===== config.mk =====
export PLATFORM = sky130hd
export DESIGN_NAME = fir_ctrl_param
export DESIGN_NICKNAME = d
export VERILOG_FILES = /design/src/rtl/fir_ctrl_param.sv
export SDC_FILE = /design/constraint.sdc
export NUM_CORES = 1
export LEC_CHECK = 0
export BUFFER_PORTS_ARGS = -buffer_cell sky130_fd_sc_hd__buf_2
export CORE_MARGIN = 5
export CORE_UTILIZATION = 44
export CTS_BUF_LIST = sky130_fd_sc_hd__clkbuf_4 sky130_fd_sc_hd__clkbuf_8 sky130_fd_sc_hd__clkbuf_16
export DETAILED_ROUTE_END_ITERATION = 16
export MAX_ROUTING_LAYER = met4
export PLACE_DENSITY_LB_ADDON = 0.15
export SKIP_CTS_REPAIR_TIMING = 1
export SLEW_MARGIN = 20
export SYNTH_ARGS = -nofsm -noshare
export SYNTH_HDL_FRONTEND = slang
export SYNTH_SLANG_ARGS = --single-unit

===== constraint.sdc =====
create_clock -name iClk_12M -period 2 [get_ports iClk_12M]
set_input_delay 0.3 -clock iClk_12M [delete_from_list [all_inputs] [get_ports iClk_12M]]
set_output_delay 0.3 -clock iClk_12M [all_outputs]
set_load 0.005 [all_outputs]

===== src/rtl/fir_ctrl_param.sv =====
// fir_ctrl_param: FIR tap sequencer with ping-pong coefficient banks.
// Ports: iClk_12M/iRst clock and sync reset; host coefficient port
//   (iCoeffiUpdateFlag, iCsnRam, iWrnRam, iAddrRam, iWrDtRam);
//   sample handshake iInValid/oInReady; SpSram port (oCsnRam, oWrnRam,
//   oAddrRam, oBankRam, oWrDtRam); datapath strobes oEnDelay, oClrAcc,
//   oEnAcc, oOutValid; sticky oErrAddr for out-of-range writes.
module fir_ctrl_param #(
   parameter int NUM_TAP = 10,
   parameter int ADDR_W  = 6,
   parameter int COEF_W  = 16
) (
   input  logic              iClk_12M,
   input  logic              iRst,
   input  logic              iCoeffiUpdateFlag,
   input  logic              iCsnRam,
   input  logic              iWrnRam,
   input  logic [ADDR_W-1:0] iAddrRam,
   input  logic [COEF_W-1:0] iWrDtRam,
   input  logic              iInValid,
   output logic              oInReady,
   output logic              oCsnRam,
   output logic              oWrnRam,
   output logic [ADDR_W-1:0] oAddrRam,
   output logic              oBankRam,
   output logic [COEF_W-1:0] oWrDtRam,
   output logic              oEnDelay,
   output logic              oClrAcc,
   output logic              oEnAcc,
   output logic              oOutValid,
   output logic              oErrAddr
);

   localparam logic [2:0] IDLE  = 3'd0;
   localparam logic [2:0] WRITE = 3'd1;
   localparam logic [2:0] SWAP  = 3'd2;
   localparam logic [2:0] MAC   = 3'd3;
   localparam logic [2:0] DRAIN = 3'd4;

   localparam logic [ADDR_W-1:0] LastTap = ADDR_W'(NUM_TAP - 1);
   localparam logic [ADDR_W:0]   TapCnt  = (ADDR_W + 1)'(NUM_TAP);

   logic [2:0]        rState;
   logic [2:0]        nState;
   logic              rActBank;
   logic              rPend;
   logic [ADDR_W-1:0] rTap;
   logic              rEnAcc;
   logic              rClrAcc;
   logic              rLastAcc;
   logic              rOutValid;
   logic              rErrAddr;

   logic hs;
   logic hostWr;
   logic addrOk;
   logic lastTap;

   assign hs      = (rState == IDLE) && iInValid;
   assign hostWr  = (rState == WRITE) && !iCsnRam && !iWrnRam;
   assign addrOk  = {1'b0, iAddrRam} < TapCnt;
   assign lastTap = (rTap == LastTap);

   // A sample wins over an update request in IDLE; a request seen
   // while a sample is in flight is held in rPend and taken at DRAIN.
   always_comb begin
      nState = rState;
      case (rState)
         IDLE: begin
            if (iInValid)               nState = MAC;
            else if (iCoeffiUpdateFlag) nState = WRITE;
         end
         WRITE: begin
            if (!iCoeffiUpdateFlag) nState = SWAP;
         end
         SWAP:  nState = IDLE;
         MAC: begin
            if (lastTap) nState = DRAIN;
         end
         DRAIN: begin
            if (rPend || iCoeffiUpdateFlag) nState = WRITE;
            else                            nState = IDLE;
         end
         default: nState = IDLE;
      endcase
   end

   // Host writes land in the shadow bank; MAC reads the active bank.
   always_comb begin
      oInReady = (rState == IDLE);
      oEnDelay = hs;
      oCsnRam  = 1'b1;
      oWrnRam  = 1'b1;
      oAddrRam = '0;
      oWrDtRam = '0;
      oBankRam = rActBank;
      if (hostWr && addrOk) begin
         oCsnRam  = 1'b0;
         oWrnRam  = 1'b0;
         oAddrRam = iAddrRam;
         oWrDtRam = iWrDtRam;
         oBankRam = ~rActBank;
      end else if (rState == MAC) begin
         oCsnRam  = 1'b0;
         oAddrRam = rTap;
      end
   end

   always_ff @(posedge iClk_12M) begin
      if (iRst) begin
         rState    <= IDLE;
         rActBank  <= 1'b0;
         rPend     <= 1'b0;
         rTap      <= '0;
         rEnAcc    <= 1'b0;
         rClrAcc   <= 1'b0;
         rLastAcc  <= 1'b0;
         rOutValid <= 1'b0;
         rErrAddr  <= 1'b0;
      end else begin
         rState <= nState;
         if (rState == SWAP) rActBank <= ~rActBank;
         if (rState == DRAIN) rPend <= 1'b0;
         else if (hs || rState == MAC)
            rPend <= rPend | iCoeffiUpdateFlag;
         if (hs) rTap <= '0;
         else if (rState == MAC) rTap <= rTap + 1'b1;
         // SpSram data arrives one cycle after each MAC read.
         rEnAcc    <= (rState == MAC);
         rClrAcc   <= (rState == MAC) && (rTap == '0);
         rLastAcc  <= (rState == MAC) && lastTap;
         rOutValid <= rLastAcc;
         if (hostWr && !addrOk) rErrAddr <= 1'b1;
      end
   end

   assign oEnAcc    = rEnAcc;
   assign oClrAcc   = rClrAcc;
   assign oOutValid = rOutValid;
   assign oErrAddr  = rErrAddr;

endmodule


==> results.ini <==
[floorplan]
core_area_um2=2002
num_rows=16
num_io_pins=59
die_h_um=56.24
dieWidth_um=56.24
die_area_um2=3163
start_util=0.4700

[timing]
setup_viol=0
final_hold_viol_count=0
hold_ws_ps=281.4
worstMarginPinSlew_ps=407.1
clock-skew-final_ps=1.235
finalCritPeriodShare=0.9455
relSlewSlack=0.7265
fmax_mhz=528.8
slew_viol_final=0
period_needed_ps=1891
worst_slack_ps=109.1

[yosys]
yosysTopAreaCell=dfxtp_1
ys_top_cells_by_area=dfxtp_1, and2_1, ha_1, a21oi_1, a22o_1
synth_common_cells=and2_1, dfxtp_1, inv_1, a21oi_1
netlist_area_um2=940.9
yosys_most_used_dff=dfxtp_1
ys_seq_area_frac=0.3404
async_reset_ff_frac=0
syn-num-nets=146
ys_types=37
synth_edf_count=0
synth_top_cell_area_share=0.3404
syn_avg_cell_area_um2=8.182
ys_ff_latch=16
yosys_warnings=0
postSynthCellCount=115
synthMostInstantiatedCell=and2_1

[power]
total_leakage_power_nw=0.6403
peakVddDrop_uv=575.4
power.density_nw_per_um2=556.3

[layout]
fin_nets=204
drive_gt1_frac=0.4070
n_fill_cell=191
final_util=0.6475
stdcell_count=199
multi_input_area_um2=576.8
final-seq-area_um2=321.6
insertedDiodeCount=0
final_area_um2=1296
areaGrowthSynthToFinish_pct=37.77

[worst_setup_path]
r2r-end=rTap[5]
cp-end-kind=output port
path_depth=4
cp.required_ps=1700
rr_worst_depth=3
crit_arrival_ps=1590
rrSetupSlack_ps=360
crit_chain=nor2b_1, and4bb_2, and2_1, buf_2
r2r-start=rState[1]
critPathMaxFanout=11
worstSetupPathType=reg -> out
slowest_delay_ps=420
cp-start-kind=flip-flop
startpoint=rState[0]
cp_slowest_cell=dfxtp_2
cp.buffers_inverters=1
crit_family=simple AND/OR/NAND/NOR gates

[global_route]
antenna_found_initial=0
grt_max_degree=24
grt.total_usage=0.1717
grt_pass1_vias=978
gr-total-overflow=0
grt_pass1_wl_mm=4.298

[min_path]
min_path_type=in -> reg
hold_end=oErrAddr
hold_depth=2
min_from=iRst

[clocking]
cts_buffers=3
clkTransAtPathRegs_ps=90
cts.sinks=16
htreeDepth=1
cts_tree=done
clk_path_buf_depth=2
clk_latency_ps=280
clock-root-buffer=clkbuf_4

[drt]
antenna_left=0
drc=0
firstDrtPassIters=3
vias_per_cell=5.116
routed_wirelength_mm=2.698
drt_iter0_drc=25
wl_per_cell_um=13.56
num_vias=1018

[placement]
gp_congestion=0.8212
dpl-instance-area_um2=1235
dp.cells=194
dp_hpwl_mm=2.111
io_buffers=58
dpl_worst_slack_ps=275.8

[flow_run]
cap_violations=0

[status]
status=complete, no violations

registers in the layout (all words and copies together), names as in the netlist:
signal,flops
oOutValid,1
oClrAcc,1
rLastAcc,1
oEnAcc,1
rState,3
oErrAddr,1
rPend,1
rActBank,1
rTap,6
through the flow:
stage | total power [mW] | setup TNS, ps
finish | 0.7211 | 0
global route | 0.7673 | -38.31
CTS | 0.7206 | 0
detailed placement | 0.5127 | 0
global placement | 0.5074 | 0
floorplan | 0.4483 | 0
cell families (layout without fill, tap and decap cells):
logic type | count (synthesis) | after routing | synth area share
and+or+nand+nor | 52 | 53 | 0.3351
AOI/OAI and AO/OA | 27 | 27 | 0.1942
DFF | 16 | 16 | 0.3404
buffers and inverters | 15 | 71 | 0.07179
adders and majority gates | 3 | 3 | 0.03990
xor gates and xnor gates | 2 | 2 | 0.01862
power by group:
part	switching, mW	internal (mW)
Clock	0.0973	0.111
Sequential	0.0231	0.336
Combinational	0.0753	0.0784
worst reg2reg max path, stage by stage (launching register included):
cell and delay (ps):
dfxtp_1 500, nand3b_1 340, or4_1 590, a21oi_1 160
worst max-delay path by stage:
stage / endpoint / slack [ps]
2_1_floorplan: oBankRam / 490
3_3_place_gp: oWrDtRam[7] / 300
3_5_place_dp: oAddrRam[0] / 280
4_1_cts: oAddrRam[0] / 4
5_1_grt: oWrDtRam[14] / -10
6_report: oWrDtRam[7] / 110
layer usage:
metal	track usage	wire (um)
met5	-	0
met3	0.05800	105
met2	0.3005	1478
met1	0.1766	1072
met4	0.06441	42
cells in the final DEF (no fill, tap or decap), types with 2 or more instances in the layout:
cell / count
ha_1: 3
a311oi_1: 2
a21oi_1: 7
and4_1: 2
nor3_1: 3
or2_2: 2
a22o_1: 4
nor3b_1: 2
or3_1: 2
clkbuf_4: 3
nand2_1: 6
and2_1: 19
inv_1: 8
buf_2: 58
nor2_1: 6
o21ai_0: 6
dfxtp_1: 15
nor2b_1: 2
area by class of cell:
type	instances	share of cell area
Multi-Input combinational cell	85	0.4450
Sequential cell	16	0.2481
Timing Repair Buffer	59	0.2297
Clock buffer	4	0.02799
Tap cell	27	0.02606
Inverter	8	0.02317
Power figures use the tool's default switching activity.
